**src/rtl/hazard_pkg.sv**
```systemverilog
// Shared types for the hazard/forwarding unit: select encoding and shadow-stage info.
// No logic, no latency.
// No flow control; pure type definitions.
package hazard_pkg;

    localparam int REG_AW = 5;

    typedef enum logic [1:0] {
        FWD_RF  = 2'b00,
        FWD_WB  = 2'b01,
        FWD_MEM = 2'b10
    } fwd_sel_t;

    typedef struct packed {
        logic              valid;
        logic [REG_AW-1:0] rd;
        logic              regwrite;
        logic              is_load;
    } stage_info_t;

endpackage

```
**src/rtl/hazard_fwd_cmp.sv**
```systemverilog
// Forwarding select for one source operand against the E and M shadow entries.
// Purely combinational, zero latency.
// No flow control; the caller decides when the result is registered.
module hazard_fwd_cmp
    import hazard_pkg::*;
(
    input  logic [REG_AW-1:0] rs,
    input  stage_info_t       e_info,
    input  stage_info_t       m_info,
    output fwd_sel_t          sel
);

    logic e_hit;
    logic m_hit;

    // E becomes M next cycle, so a non-load hit there is served from the memory-stage ALU
    // result; a load in E is handled by the load-use stall instead. M becomes W next cycle.
    always_comb begin
        e_hit = e_info.valid && e_info.regwrite && !e_info.is_load &&
                (e_info.rd != '0) && (e_info.rd == rs);
        m_hit = m_info.valid && m_info.regwrite &&
                (m_info.rd != '0) && (m_info.rd == rs);
        if (e_hit) begin
            sel = FWD_MEM;
        end else if (m_hit) begin
            sel = FWD_WB;
        end else begin
            sel = FWD_RF;
        end
    end

endmodule

```
**src/rtl/hazard_fwd_unit.sv**
```systemverilog
// Forwarding selects, load-use stall and branch flush control for a 5-stage pipeline.
// Selects registered as decode enters execute (1 cycle); stall/flush combinational (0 cycles).
// A load-use hazard holds F/D one cycle and bubbles E; a taken branch flushes D and E.
// Optional HAZARD_PERF_EN adds 32-bit wrapping stall/flush event counters and their ports.
module hazard_fwd_unit
    import hazard_pkg::*;
(
    input  logic              clk,
    input  logic              rst_n,
    input  logic              valid_d,
    input  logic [REG_AW-1:0] rs1_d,
    input  logic [REG_AW-1:0] rs2_d,
    input  logic [REG_AW-1:0] rd_d,
    input  logic              regwrite_d,
    input  logic              is_load_d,
    input  logic              pcsrc_e,
    output logic [1:0]        fwd_a_e,
    output logic [1:0]        fwd_b_e,
    output logic              stall_f,
    output logic              stall_d,
    output logic              flush_d,
`ifdef HAZARD_PERF_EN
    output logic              flush_e,
    output logic [31:0]       stall_cnt,
    output logic [31:0]       flush_cnt
`else
    output logic              flush_e
`endif
);

    stage_info_t e_stage;
    stage_info_t m_stage;
    stage_info_t w_stage;
    stage_info_t e_next;
    fwd_sel_t    sel_a;
    fwd_sel_t    sel_b;
    fwd_sel_t    fwd_a_q;
    fwd_sel_t    fwd_b_q;
    logic        lwstall;

    hazard_fwd_cmp u_cmp_a (
        .rs     (rs1_d),
        .e_info (e_stage),
        .m_info (m_stage),
        .sel    (sel_a)
    );

    hazard_fwd_cmp u_cmp_b (
        .rs     (rs2_d),
        .e_info (e_stage),
        .m_info (m_stage),
        .sel    (sel_b)
    );

    // Load-use detection and the resulting stall/flush; a taken branch overrides the stall.
    always_comb begin
        lwstall = valid_d && e_stage.valid && e_stage.is_load && (e_stage.rd != '0) &&
                  ((e_stage.rd == rs1_d) || (e_stage.rd == rs2_d));
        stall_f = lwstall && !pcsrc_e;
        stall_d = lwstall && !pcsrc_e;
        flush_d = pcsrc_e;
        flush_e = pcsrc_e || lwstall;
    end

    // What enters E this edge: the decode instruction, or a bubble when E is being flushed.
    always_comb begin
        e_next          = '0;
        if (!flush_e) begin
            e_next.valid    = valid_d;
            e_next.rd       = rd_d;
            e_next.regwrite = regwrite_d;
            e_next.is_load  = is_load_d;
        end
    end

    // Shadow pipeline advances every edge; bubbles carry valid=0.
    always_ff @(posedge clk or negedge rst_n) begin
        if (!rst_n) begin
            e_stage <= '0;
            m_stage <= '0;
            w_stage <= '0;
        end else begin
            e_stage <= e_next;
            m_stage <= e_stage;
            w_stage <= m_stage;
        end
    end

    // Selects follow the instruction into E; a bubble in E reads the register file.
    always_ff @(posedge clk or negedge rst_n) begin
        if (!rst_n) begin
            fwd_a_q <= FWD_RF;
            fwd_b_q <= FWD_RF;
        end else if (e_next.valid) begin
            fwd_a_q <= sel_a;
            fwd_b_q <= sel_b;
        end else begin
            fwd_a_q <= FWD_RF;
            fwd_b_q <= FWD_RF;
        end
    end

    assign fwd_a_e = fwd_a_q;
    assign fwd_b_e = fwd_b_q;

`ifdef HAZARD_PERF_EN
    // Event counters: one count per cycle spent stalling decode or flushing decode.
    always_ff @(posedge clk or negedge rst_n) begin
        if (!rst_n) begin
            stall_cnt <= '0;
            flush_cnt <= '0;
        end else begin
            if (stall_d) begin
                stall_cnt <= stall_cnt + 32'd1;
            end
            if (flush_d) begin
                flush_cnt <= flush_cnt + 32'd1;
            end
        end
    end
`endif

    // A taken branch coinciding with a load-use hazard means the upstream pipeline is broken.
    a_no_branch_with_lwstall: assert property (
        @(posedge clk) disable iff (!rst_n) !(pcsrc_e && lwstall)
    ) else $error("taken branch coincided with load-use stall");

    // W carries the retiring producer; its destination must always be a known register.
    a_w_rd_known: assert property (
        @(posedge clk) disable iff (!rst_n) w_stage.valid |-> !$isunknown(w_stage.rd)
    ) else $error("writeback shadow entry has unknown rd");

endmodule
```
**config.mk**
```make
export PLATFORM = sky130hd
export DESIGN_NAME = hazard_fwd_unit
export DESIGN_NICKNAME = d
export VERILOG_FILES = /design/src/rtl/hazard_pkg.sv /design/src/rtl/hazard_fwd_cmp.sv /design/src/rtl/hazard_fwd_unit.sv
export SDC_FILE = /design/constraint.sdc
export NUM_CORES = 1
export LEC_CHECK = 0
export ABC_AREA = 0
export CAP_MARGIN = 20
export CORE_MARGIN = 5
export CORE_UTILIZATION = 48
export DETAILED_ROUTE_END_ITERATION = 16
export PLACE_DENSITY = 0.83
export SYNTH_ARGS = -nofsm -noshare
export SYNTH_HDL_FRONTEND = slang
export SYNTH_SLANG_ARGS = --single-unit
```
**constraint.sdc**
```tcl
create_clock -name clk -period 4.2 [get_ports clk]
set_input_delay 0.84 -clock clk [delete_from_list [all_inputs] [get_ports clk]]
set_output_delay 0.84 -clock clk [all_outputs]
set_load 0.02 [all_outputs]
```
==> reports/metrics.csv <==
metric,value,unit
cts_sinks,19,
routabilityCongestion,0.877,
max_slew_margin,0.445,
cp_cell_sequence,clkdlybuf4s50_1 > xor2_1 > nor3_1 > nand3_1 > a21oi_2 > and2b_1 > clkdlybuf4s50_1,
place_hpwl,1420,um
die_y,53.2,um
mostFrequentLayoutCells,"clkdlybuf4s50_1 (28), dfrtp_1 (19), xor2_1 (12)",
syn_area_per_cell,12.1,sq um
cp-end-kind,primary output,
status,completed,
leakage,0.494,nW
dieWidth,53.2,um
cts_root_buf,clkbuf_4,
insertion_delay,0.29,ns
drc,0,
portBuffers,28,
coreArea,0.00175,sq mm
yosysWarningCount,0,
postLayoutCoreUtil,0.696,
critPathRequiredTime,3.36,ns
cpLargestDelayFamily,buffers and inverters,
dpl.cell_count,124,
layout.nets,125,
slowest_stage,clkdlybuf4s50_1,
r2r_cells,6,
fin_skew,0.00165,ns
cap_viol_max_count,0,
grt_pass1_vias,694,
clk_path_buf_depth,2,
worst-path-buf-inv,2,
yosysSeqAreaShare,0.531,
hold_path_depth,0,
finalSetupTns,0,ns
drv_slew,0,
cts_setup_buffers,0,
crit_fanout,3,
powerDensity,284,mW/mm^2
syn_nets,95,
final.period_utilization,0.870,
fmax,274,MHz
clk_pin_slew_worst_paths,0.10,ns
setup_viol,0,
crit_path_frequent_cell,clkdlybuf4s50_1,
final_common_cell,clkdlybuf4s50_1,
hold_viol_final,0,
netlist_instances,74,
grt_max_degree,20,
worstPathArrival,2.81,ns
critPathKind,in2out,
tightest_slew,0.829,ns
worstSetupPathDepth,7,
start_kind,primary input,
syn_to_final_growth,35.6,%
vdd_ir_drop_max,0.000225,V
ant_nets,0,
yosysUniqueCellTypes,23,
timing.hold.ws,0.390,ns
viasPerCell,5.02,
hold_buffers,0,
diodes,0,
numCtsBuffers,3,
final.min_clock_period,3.65,ns
cts_resized,0,
cts_tree,built,
htree_levels,1,
min_path_type,reg2reg,
drtIter0Drc,5,
fin_cells,128,
die_area,0.00283,sq mm
ios,29,
wl_per_cell,14.2,um
syn_area,896,sq um
grt_usage,0.144,
grt_pass1_wl,2890,um
grt_setup_unrepaired,no,
start_util,0.513,
grt_overflow,0,
drtPass1Iterations,4,
finalWirelength,1820,um
antenna_found_initial,0,
rows,15,
synth-seq-cells,19,
critPathMaxStageDelay,0.62,ns
drive_gt1_frac,0.0971,
num_vias,643,
report_power, final:
part,switching (mW),internal (mW)
clock network,0.0540,0.0362
registers,0.00762,0.190
logic,0.0234,0.0334
stage by stage:
stage / cell area, sq um / setup WS, ns / total power, mW
floorplan: 896 / 1.34 / 0.227
global placement: 1180 / 0.637 / 0.257
detailed placement: 1180 / 0.595 / 0.259
CTS: 1210 / 0.538 / 0.348
global route: 1210 / 0.428 / 0.361
finish: 1210 / 0.545 / 0.345
synth_stat cells:
library cell / n / area (sq um)
or2_2: 1 / 6.26
xnor2_1: 8 / 70.1
nand2_1: 1 / 3.75
or4_1: 1 / 7.51
nor3_1: 6 / 30.0
nand2b_1: 1 / 6.26
nand3_1: 1 / 5.00
nor2_1: 2 / 7.51
xor2_1: 12 / 105
dfrtp_1: 19 / 475
o2111ai_1: 3 / 26.3
and2b_1: 1 / 7.51
buf_4: 2 / 15.0
nand4b_1: 1 / 8.76
nand4_1: 1 / 6.26
nor4_2: 1 / 12.5
nor3_2: 1 / 10.0
nand3_2: 1 / 10.0
nor4_1: 1 / 6.26
buf_6: 1 / 11.3
nor3b_1: 7 / 52.6
a21oi_2: 1 / 8.76
clkbuf_1: 1 / 3.75
cell families (layout without fill, tap and decap cells):
logic type             count (synthesis)  count (layout)  share of synthesized area
AND/OR/NAND/NOR                       27              27                      0.201
XOR/XNOR                              20              20                      0.196
flip-flops                            19              19                      0.531
AO/OA/AOI/OAI                          4               4                     0.0391
buffers and inverters                  4              33                     0.0335
sequential cells by signal, indices dropped and copies added, names as in the netlist:
signal   flops
m_stage      7
fwd_b_e      2
e_stage      8
fwd_a_e      2
layout make-up:
cell class	count	area [sq um]
multi-input cells	51	390
flip-flops and latches	19	475
clock inverters	1	7.51
well taps	25	31.3
fillers	138	531
clock buffers	3	22.5
repair buffers	29	288
worst reg2reg max path, delay by kind of cell, from the launching register on:
kind,cells,cell delay [ns]
AND/OR/NAND/NOR,3,0.42
buffers and inverters,1,0.20
AO/OA/AOI/OAI,1,0.21
flip-flops,1,0.44
XOR/XNOR,1,0.18
metal layers:
layer | vias to the layer above | GRT usage | wire length (um)
li1 | 313 | - | -
met2 | 25 | 0.257 | 925
met3 | 2 | 0.0338 | 110
met4 | 0 | 0.0511 | 14
met5 | - | 0 | 0
met1 | 303 | 0.165 | 763
path summary, 6_finish.rpt:
check | start | slack, ns | end
min | e_stage[1] | 0.39 | m_stage[1]
max in group asynchronous | rst_n | 2.67 | fwd_a_e[0]
max reg2reg | e_stage[5] | 2.63 | fwd_a_e[0]
min reg2reg | e_stage[1] | 0.39 | m_stage[1]
min in group asynchronous | rst_n | 1.02 | m_stage[6]
max | rs1_d[0] | 0.55 | stall_d
Power figures use the tool's default switching activity.
